==> src/rtl/serial_sub_pkg.sv <==
// rtl/serial_sub_pkg.sv - shared state encoding and counter sizing for serial_subtractor
package serial_sub_pkg;

   typedef enum logic [1:0] {
      IDLE  = 2'd0,
      SHIFT = 2'd1,
      DONE  = 2'd2
   } state_t;

   // Bit counter must be able to hold WIDTH-1; a 1-bit operand still gets a 1-bit counter.
   function automatic int cnt_width(input int width);
      return (width <= 1) ? 1 : $clog2(width);
   endfunction

endpackage

==> src/rtl/serial_subtractor_full_subtractor.sv <==
// rtl/serial_subtractor_full_subtractor.sv - one-bit Full_Subtractor cell (d = a - b - bin)
module Full_Subtractor (
   input  logic a,
   input  logic b,
   input  logic bin,
   output logic d,
   output logic bout
);

   // Difference is the parity of the three inputs; a borrow is needed when b+bin exceeds a.
   always_comb begin
      d    = a ^ b ^ bin;
      bout = (~a & b) | (~(a ^ b) & bin);
   end

endmodule

==> src/rtl/serial_subtractor.sv <==
// rtl/serial_subtractor.sv - bit-serial LSB-first A-B-borrow unit; SERIAL_SUB_OVF_EN adds signed overflow flag
module serial_subtractor
   import serial_sub_pkg::*;
#(
   parameter int WIDTH = 8
) (
   input  logic             clk_i,
   input  logic             rst_i,
   input  logic             start_i,
   input  logic [WIDTH-1:0] a_i,
   input  logic [WIDTH-1:0] b_i,
   input  logic             borrow_i,
   output logic             busy_o,
   output logic             done_o,
   output logic [WIDTH-1:0] diff_o,
   output logic             borrow_o,
   output logic             ovf_o
);

   localparam int CNT_W = cnt_width(WIDTH);
   localparam logic [CNT_W-1:0] LAST_CNT = CNT_W'(WIDTH - 1);

   state_t           state;
   logic [CNT_W-1:0] count;
   logic [WIDTH-1:0] a_sr;
   logic [WIDTH-1:0] b_sr;
   logic [WIDTH-1:0] d_sr;
   logic             borrow_q;

   logic             cell_d;
   logic             cell_bout;
   logic             last_bit;
   logic [WIDTH-1:0] d_next;

   Full_Subtractor u_cell (
      .a    (a_sr[0]),
      .b    (b_sr[0]),
      .bin  (borrow_q),
      .d    (cell_d),
      .bout (cell_bout)
   );

   // Next result image: new difference bit enters at the MSB so the LSB lands at bit 0 after WIDTH shifts.
   always_comb begin
      last_bit = (count == LAST_CNT);
      d_next   = (d_sr >> 1) | (WIDTH'(cell_d) << (WIDTH - 1));
   end

   // Control FSM and datapath; result outputs only change on the completing edge.
   always_ff @(posedge clk_i or posedge rst_i) begin
      if (rst_i) begin
         state    <= IDLE;
         count    <= '0;
         a_sr     <= '0;
         b_sr     <= '0;
         d_sr     <= '0;
         borrow_q <= 1'b0;
         busy_o   <= 1'b0;
         done_o   <= 1'b0;
         diff_o   <= '0;
         borrow_o <= 1'b0;
      end else begin
         done_o <= 1'b0;
         case (state)
            IDLE, DONE: begin
               if (start_i) begin
                  a_sr     <= a_i;
                  b_sr     <= b_i;
                  d_sr     <= '0;
                  borrow_q <= borrow_i;
                  count    <= '0;
                  state    <= SHIFT;
                  busy_o   <= 1'b1;
               end else begin
                  state  <= IDLE;
                  busy_o <= 1'b0;
               end
            end
            SHIFT: begin
               a_sr     <= a_sr >> 1;
               b_sr     <= b_sr >> 1;
               d_sr     <= d_next;
               borrow_q <= cell_bout;
               if (last_bit) begin
                  diff_o   <= d_next;
                  borrow_o <= cell_bout;
                  state    <= DONE;
                  busy_o   <= 1'b0;
                  done_o   <= 1'b1;
               end else begin
                  count <= count + CNT_W'(1);
               end
            end
            default: begin
               state  <= IDLE;
               busy_o <= 1'b0;
            end
         endcase
      end
   end

`ifdef SERIAL_SUB_OVF_EN
   // Signed overflow: borrow into the MSB differs from borrow out of it, captured with the result.
   always_ff @(posedge clk_i or posedge rst_i) begin
      if (rst_i) begin
         ovf_o <= 1'b0;
      end else if (state == SHIFT && last_bit) begin
         ovf_o <= borrow_q ^ cell_bout;
      end
   end
`else
   assign ovf_o = 1'b0;
`endif

endmodule
==> config.mk <==
export PLATFORM = sky130hd
export DESIGN_NAME = serial_subtractor
export DESIGN_NICKNAME = d
export VERILOG_FILES = /design/src/rtl/serial_sub_pkg.sv /design/src/rtl/serial_subtractor_full_subtractor.sv /design/src/rtl/serial_subtractor.sv
export SDC_FILE = /design/constraint.sdc
export NUM_CORES = 1
export LEC_CHECK = 0
export ABC_CLOCK_PERIOD_IN_PS = 1400
export BUFFER_PORTS_ARGS = -buffer_cell sky130_fd_sc_hd__buf_4
export CAP_MARGIN = 20
export CORE_MARGIN = 2
export CORE_UTILIZATION = 49
export DETAILED_ROUTE_END_ITERATION = 7
export PLACE_DENSITY = 0.74
export SYNTH_ARGS = -nofsm -noshare
export SYNTH_HDL_FRONTEND = slang
export SYNTH_SLANG_ARGS = --single-unit
==> constraint.sdc <==
create_clock -name clk_i -period 1.4 [get_ports clk_i]
set_clock_uncertainty 0.1 [all_clocks]
set_input_delay 0.42 -clock clk_i [delete_from_list [all_inputs] [get_ports clk_i]]
set_output_delay 0.42 -clock clk_i [all_outputs]
set_load 0.02 [all_outputs]
# [After elaboration in Yosys (flattened, before gate mapping)]
# Cells that the tools add are included.
[word_totals] ff_bits=41 latch_bits=0 mem_bits_rw=0 mem_bits_ro=0 input_bits=20 out_inout_bits=12 word_cells=50 mem_count=0
[classes] add_sub_neg=1 multipliers=0 n_div=0 order_cmp=0 n_eq_ne=6 shifts=0 mux=19 bitwise=8 n_reduce_logical=6
[op_table] operator="$pmux W8 S2" n=3
[op_table] operator="$mux W8" n=3
[op_table] operator="$or A7 B8 Y8" n=1
[op_table] operator="$mux W1" n=6
[op_table] operator="$mux W3" n=2
[op_table] operator="$ne A2 B2 Y1 const B" n=3
[op_table] operator="$pmux W3 S2" n=1
[op_table] operator="$pmux W1 S2" n=2
[op_table] operator="$pmux W2 S2" n=1
[op_table] operator="$reduce_and A2 Y1" n=2
[op_table] operator="$add A3 B1 Y3 const B" n=1
[op_table] operator="$eq A3 B3 Y1 const B" n=1
[op_table] operator="$reduce_and A3 Y1" n=1
[op_table] operator="$and A1 B1 Y1" n=2
[op_table] operator="$eq A2 B1 Y1 const B" n=1
[op_table] operator="$eq A2 B2 Y1 const B" n=1
[op_table] operator="$logic_not A2 Y1" n=1
[op_table] operator="$mux W2" n=1
[op_table] operator="$not A1 Y1" n=2
[op_table] operator="$reduce_bool A2 Y1" n=1
[op_table] operator="$reduce_or A2 Y1" n=1
[op_table] operator="$xor A1 B1 Y1" n=2
[op_table] operator="$or A1 B1 Y1" n=1

# [Longest topological paths before layout]
[depth] ltp_word=5 mapped_depth=6 mapped_depth_nobuf=5

# [Cells and area by module]
# Synthesis repeated with hierarchy kept, for this count alone.
[unflattened] hier_cells=156 area_unflattened_um2=1839.3
[modules_own_cells] module="serial_subtractor" instances=1 cells_per_inst=152 area_per_inst_um2=1808.0 seq_area_each_um2=1001.0
[modules_own_cells] module="Full_Subtractor" instances=1 cells_per_inst=4 area_per_inst_um2=31.3 seq_area_each_um2=0.0

# [Least setup slack after synthesis]
# Ideal clock, no wire load.
[synth_timing] kind="flip-flop to flip-flop" startpoint="reg count[0]" endpoint="reg diff_o[0]" setup_time_ns=0.128 t_arrival_ns=1.322 required_ns=1.172 slack_ns=-0.150 stages_incl_launch_ff=6 n_path_buf=1 period_less_slack_ns=1.550 cell_sequence="dfrtp_1 -> ha_1 -> ha_1 -> nand3b_4 -> buf_6 -> mux2_1"
[synth_between] elab_chain_len=2
[synth_rtl] element="start, declared" line="serial_subtractor.sv:24" source="logic [CNT_W-1:0] count;"
[synth_rtl] element="start signal, assigned" line="serial_subtractor.sv:91" source="count <= count + CNT_W'(1);"
[synth_rtl] element="$eq A3 B3 Y1" line="serial_subtractor.sv:45" source="last_bit = (count == LAST_CNT);"
[synth_rtl] element="$reduce_and A2 Y1 (no line)"
[synth_rtl] element="end signal, assigned" line="serial_subtractor.sv:85" source="diff_o <= d_next;"
[synth_rtl] element="end, declared" line="serial_subtractor.sv:15" source="output logic [WIDTH-1:0] diff_o,"
# No other way between the ends.
# A chain may end at the register's enable or synchronous reset.

# [Worst setup path in the final report]
[layout_timing] startpoint="reg count[1]" endpoint="reg diff_o[0]"
# Same word-level chain as after synthesis.

==> impl_results.md <==
- Status: finished with violations
- Violated checks: negative setup slack
- Final Core Density: 72.02%
- I/O Buffers: 30
- Share of cells above drive strength 1: 42.03%
- Detailed Route WL: 3.728 mm
- Worst-case reg-to-reg path depth: 4
- Antenna diode instance count: 0
- Sw frac: 34.76%
- GRT overflow: 0
- Hold slack final: 215.7 ps
- Pin count of the biggest net entering global routing: 17
- Worst path arrival time: 1610 ps
- Global Route Usage Sum: 21.21%
- Root Driver: clkbuf_4
- H-tree depth: 2
- Critical path type: register to register
- Area Overhead vs Synth: 39.48%
- Fmax: 0.6870 GHz
- Largest fanout on the critical path: 6
- Die width: 63.54 um
- Row count: 21
- First-pass GRT wire length: 6.479 mm
- Clk buf depth: 2
- Distinct cells, synth: 33
- Internal power: 3456 uW
- Register bit count reported by yosys: 40
- Final setup viols: 19
- Initial Util: 51.64%
- Yosys warning count: 0
- Async set-reset flop share out of synthesis: 100.0%
- Routed Antenna Nets: 0
- Vias: 1367
- Register area share after synthesis: 57.64%
- Syn Std Cell Area: 1737 um^2
- Die area: 4037 um^2
- Clk slew on worst S/H paths: 120 ps
- WP data required: 1550 ps
- Residual DRC: 0
- Clk sink count: 40
- Clock share of power: 15.4%
- Final net count: 229
- Die H: 63.54 um
- Top FF cell, synth: dfrtp_1
- Placed Cells: 231
- Leakage power: 0.001218 uW
- Pre-CTS worst setup slack: -113.4 ps
- Peak supply drop: 1.023 mV
- Proportion of power drawn by combinational gates: 46.4%
- Post-route insts no fill: 253
- Slew Viols, Final: 0
- Sequential Power Share: 38.2%
- DR iter-0 viols: 51
- Final Hold Viols: 0
- Synth Area per Inst: 11.66 um^2
- Critical Path Source Type: register
- Clk_lat worst skew: 350 ps
- Hold depth: 3
- Crit. End Element: register
- Fin crit share: 104.0%
- Gate Count Post-Synth: 149
- Drt first pass iters: 4
- Syn Nets: 172
- Max-cap violations: 0
- Via count normalized by instance count: 5.403
- WL/cell: 14.74 um
- Post-synth EDFFs: 0
- Pwr per Cell Area: 2187 nW/um^2
- Total CTS buffers: 5
- Core Footprint: 3363 um^2
- GPL Wtd Cong: 0.7170
- Number of I/O pins: 32
- TritonCTS clock tree: done
- Fin crit period: 1456 ps
- Fin worst setup slack: -55.63 ps
- RSZ-0062 raised after global routing: true
- Initial antenna violation count: 0
- Sw power: 1841 uW
- DP HPWL: 2.546 mm
- Worst hold path type: input pin to register
- Number of global-route vias before repair: 1381
[layout make-up]
type / instances / area [um^2]
clock inverter: 2 / 38.79
timing repair buffer: 60 / 523.0
inverter: 5 / 22.52
fill: 264 / 940.9
multi-input combinational: 94 / 726.9
sequential: 40 / 1002
tap: 46 / 57.56
clock buffer: 6 / 51.30
[cell families after synthesis]
logic type	count (synthesis)	share of synthesized area, %
xor gates and xnor gates	1	0.5044
AOI/OAI and AO/OA	29	12.03
muxes	12	7.636
and+or+nand+nor	47	14.41
other	1	0.2159
DFF	40	57.64
adders and majority gates	3	2.593
buffers and inverters	16	4.971
[cell usage after synthesis, drive strengths merged (2+ instances only)]
cell	instances	area share (%)
a221o	3	1.7
a22o	7	3.5
and3b	2	1.0
buf	10	3.7
dfrtp	40	58
ha	2	1.4
inv	5	1.1
mux2	10	6.5
mux2i	2	1.2
nand2	8	1.7
nand2b	2	0.86
nand3	5	1.4
nor2	15	3.8
nor3	11	3.2
o211ai	2	0.86
o21ai	3	0.86
o22ai	12	4.3
[final timing paths]
path | start | to | slack [ps]
worst max-delay path | count[1]$_DFFE_PP0P_ | diff_o[0]$_DFFE_PP0P_ | -60
worst min-delay path | b_i[1] | b_sr[1]$_DFFE_PP0P_ | 220
worst max register to register | count[1]$_DFFE_PP0P_ | diff_o[0]$_DFFE_PP0P_ | -60
worst min register to register | b_sr[1]$_DFFE_PP0P_ | b_sr[1]$_DFFE_PP0P_ | 420
max in group asynchronous | rst_i | state[0]$_DFFE_PP0P_ | 280
min in group asynchronous | rst_i | borrow_o$_DFFE_PP0P_ | 510
[power by group through the flow]
stage,Sequential [uW],Clock (uW),Combinational (uW)
3_5_place_dp,2020,0,2150
2_1_floorplan,2080,0,1350
4_1_cts,2010,826,2390
3_3_place_gp,1990,0,2060
5_1_grt,2090,878,2690
6_report,2020,816,2460
[registers in the layout (all words and copies together) (netlist names)]
name,count
diff_o,8
state,2
count,3
borrow_o,1
borrow_q,1
b_sr,8
done_o,1
a_sr,8
busy_o,1
d_sr,7
[worst max-delay path, stage by stage (launching register included)]
cell and delay [ps]:
dfrtp_1 410, ha_2 210, ha_4 190, nand3b_4 150, mux2_4 310
[routing by layer]
layer	global-route usage [%]	part of all wire [%]	wire (um)	vias up
li1	-	-	-	646
met2	35.53	51	1910	32
met3	4.286	4.1	151	5
met5	0	0	0	-
met1	25.97	43	1614	684
met4	10.60	1.4	51	0
[stage by stage]
step | total power (uW) | instance area [um^2] | setup TNS (ps)
6_report | 5298 | 2422 | -544.7
5_1_grt | 5667 | 2422 | -1339
4_1_cts | 5234 | 2374 | -835.4
3_5_place_dp | 4165 | 2146 | -858.0
3_3_place_gp | 4045 | 2146 | -295.9
2_1_floorplan | 3431 | 1778 | -418.5
[layout by cell type, fill, tap and decap left out, types with 2 or more instances in the layout]
cell type,instances
a221o_1,3
a22o_1,7
and3b_1,2
buf_12,2
buf_4,45
buf_6,12
clkbuf_4,5
dfrtp_1,39
inv_1,4
mux2_2,2
mux2_4,8
mux2i_1,2
nand2_1,8
nand3_1,5
nand3b_4,2
nor2_1,13
nor2_4,2
nor3_1,11
o211ai_1,2
o21ai_0,3
o22ai_1,12
[what timing repair did]
action                                 in CTS  in global routing
hold buffers                                1                  0
resized for setup                          15                  4
pin swaps                                   1                  3
cloned                                      1                  0
setup endpoints to repair                  26                 26
endpoints found under the hold margin      14                  0
setup buffers                               8                  4
Note: power is estimated with default switching activity, not from simulation.
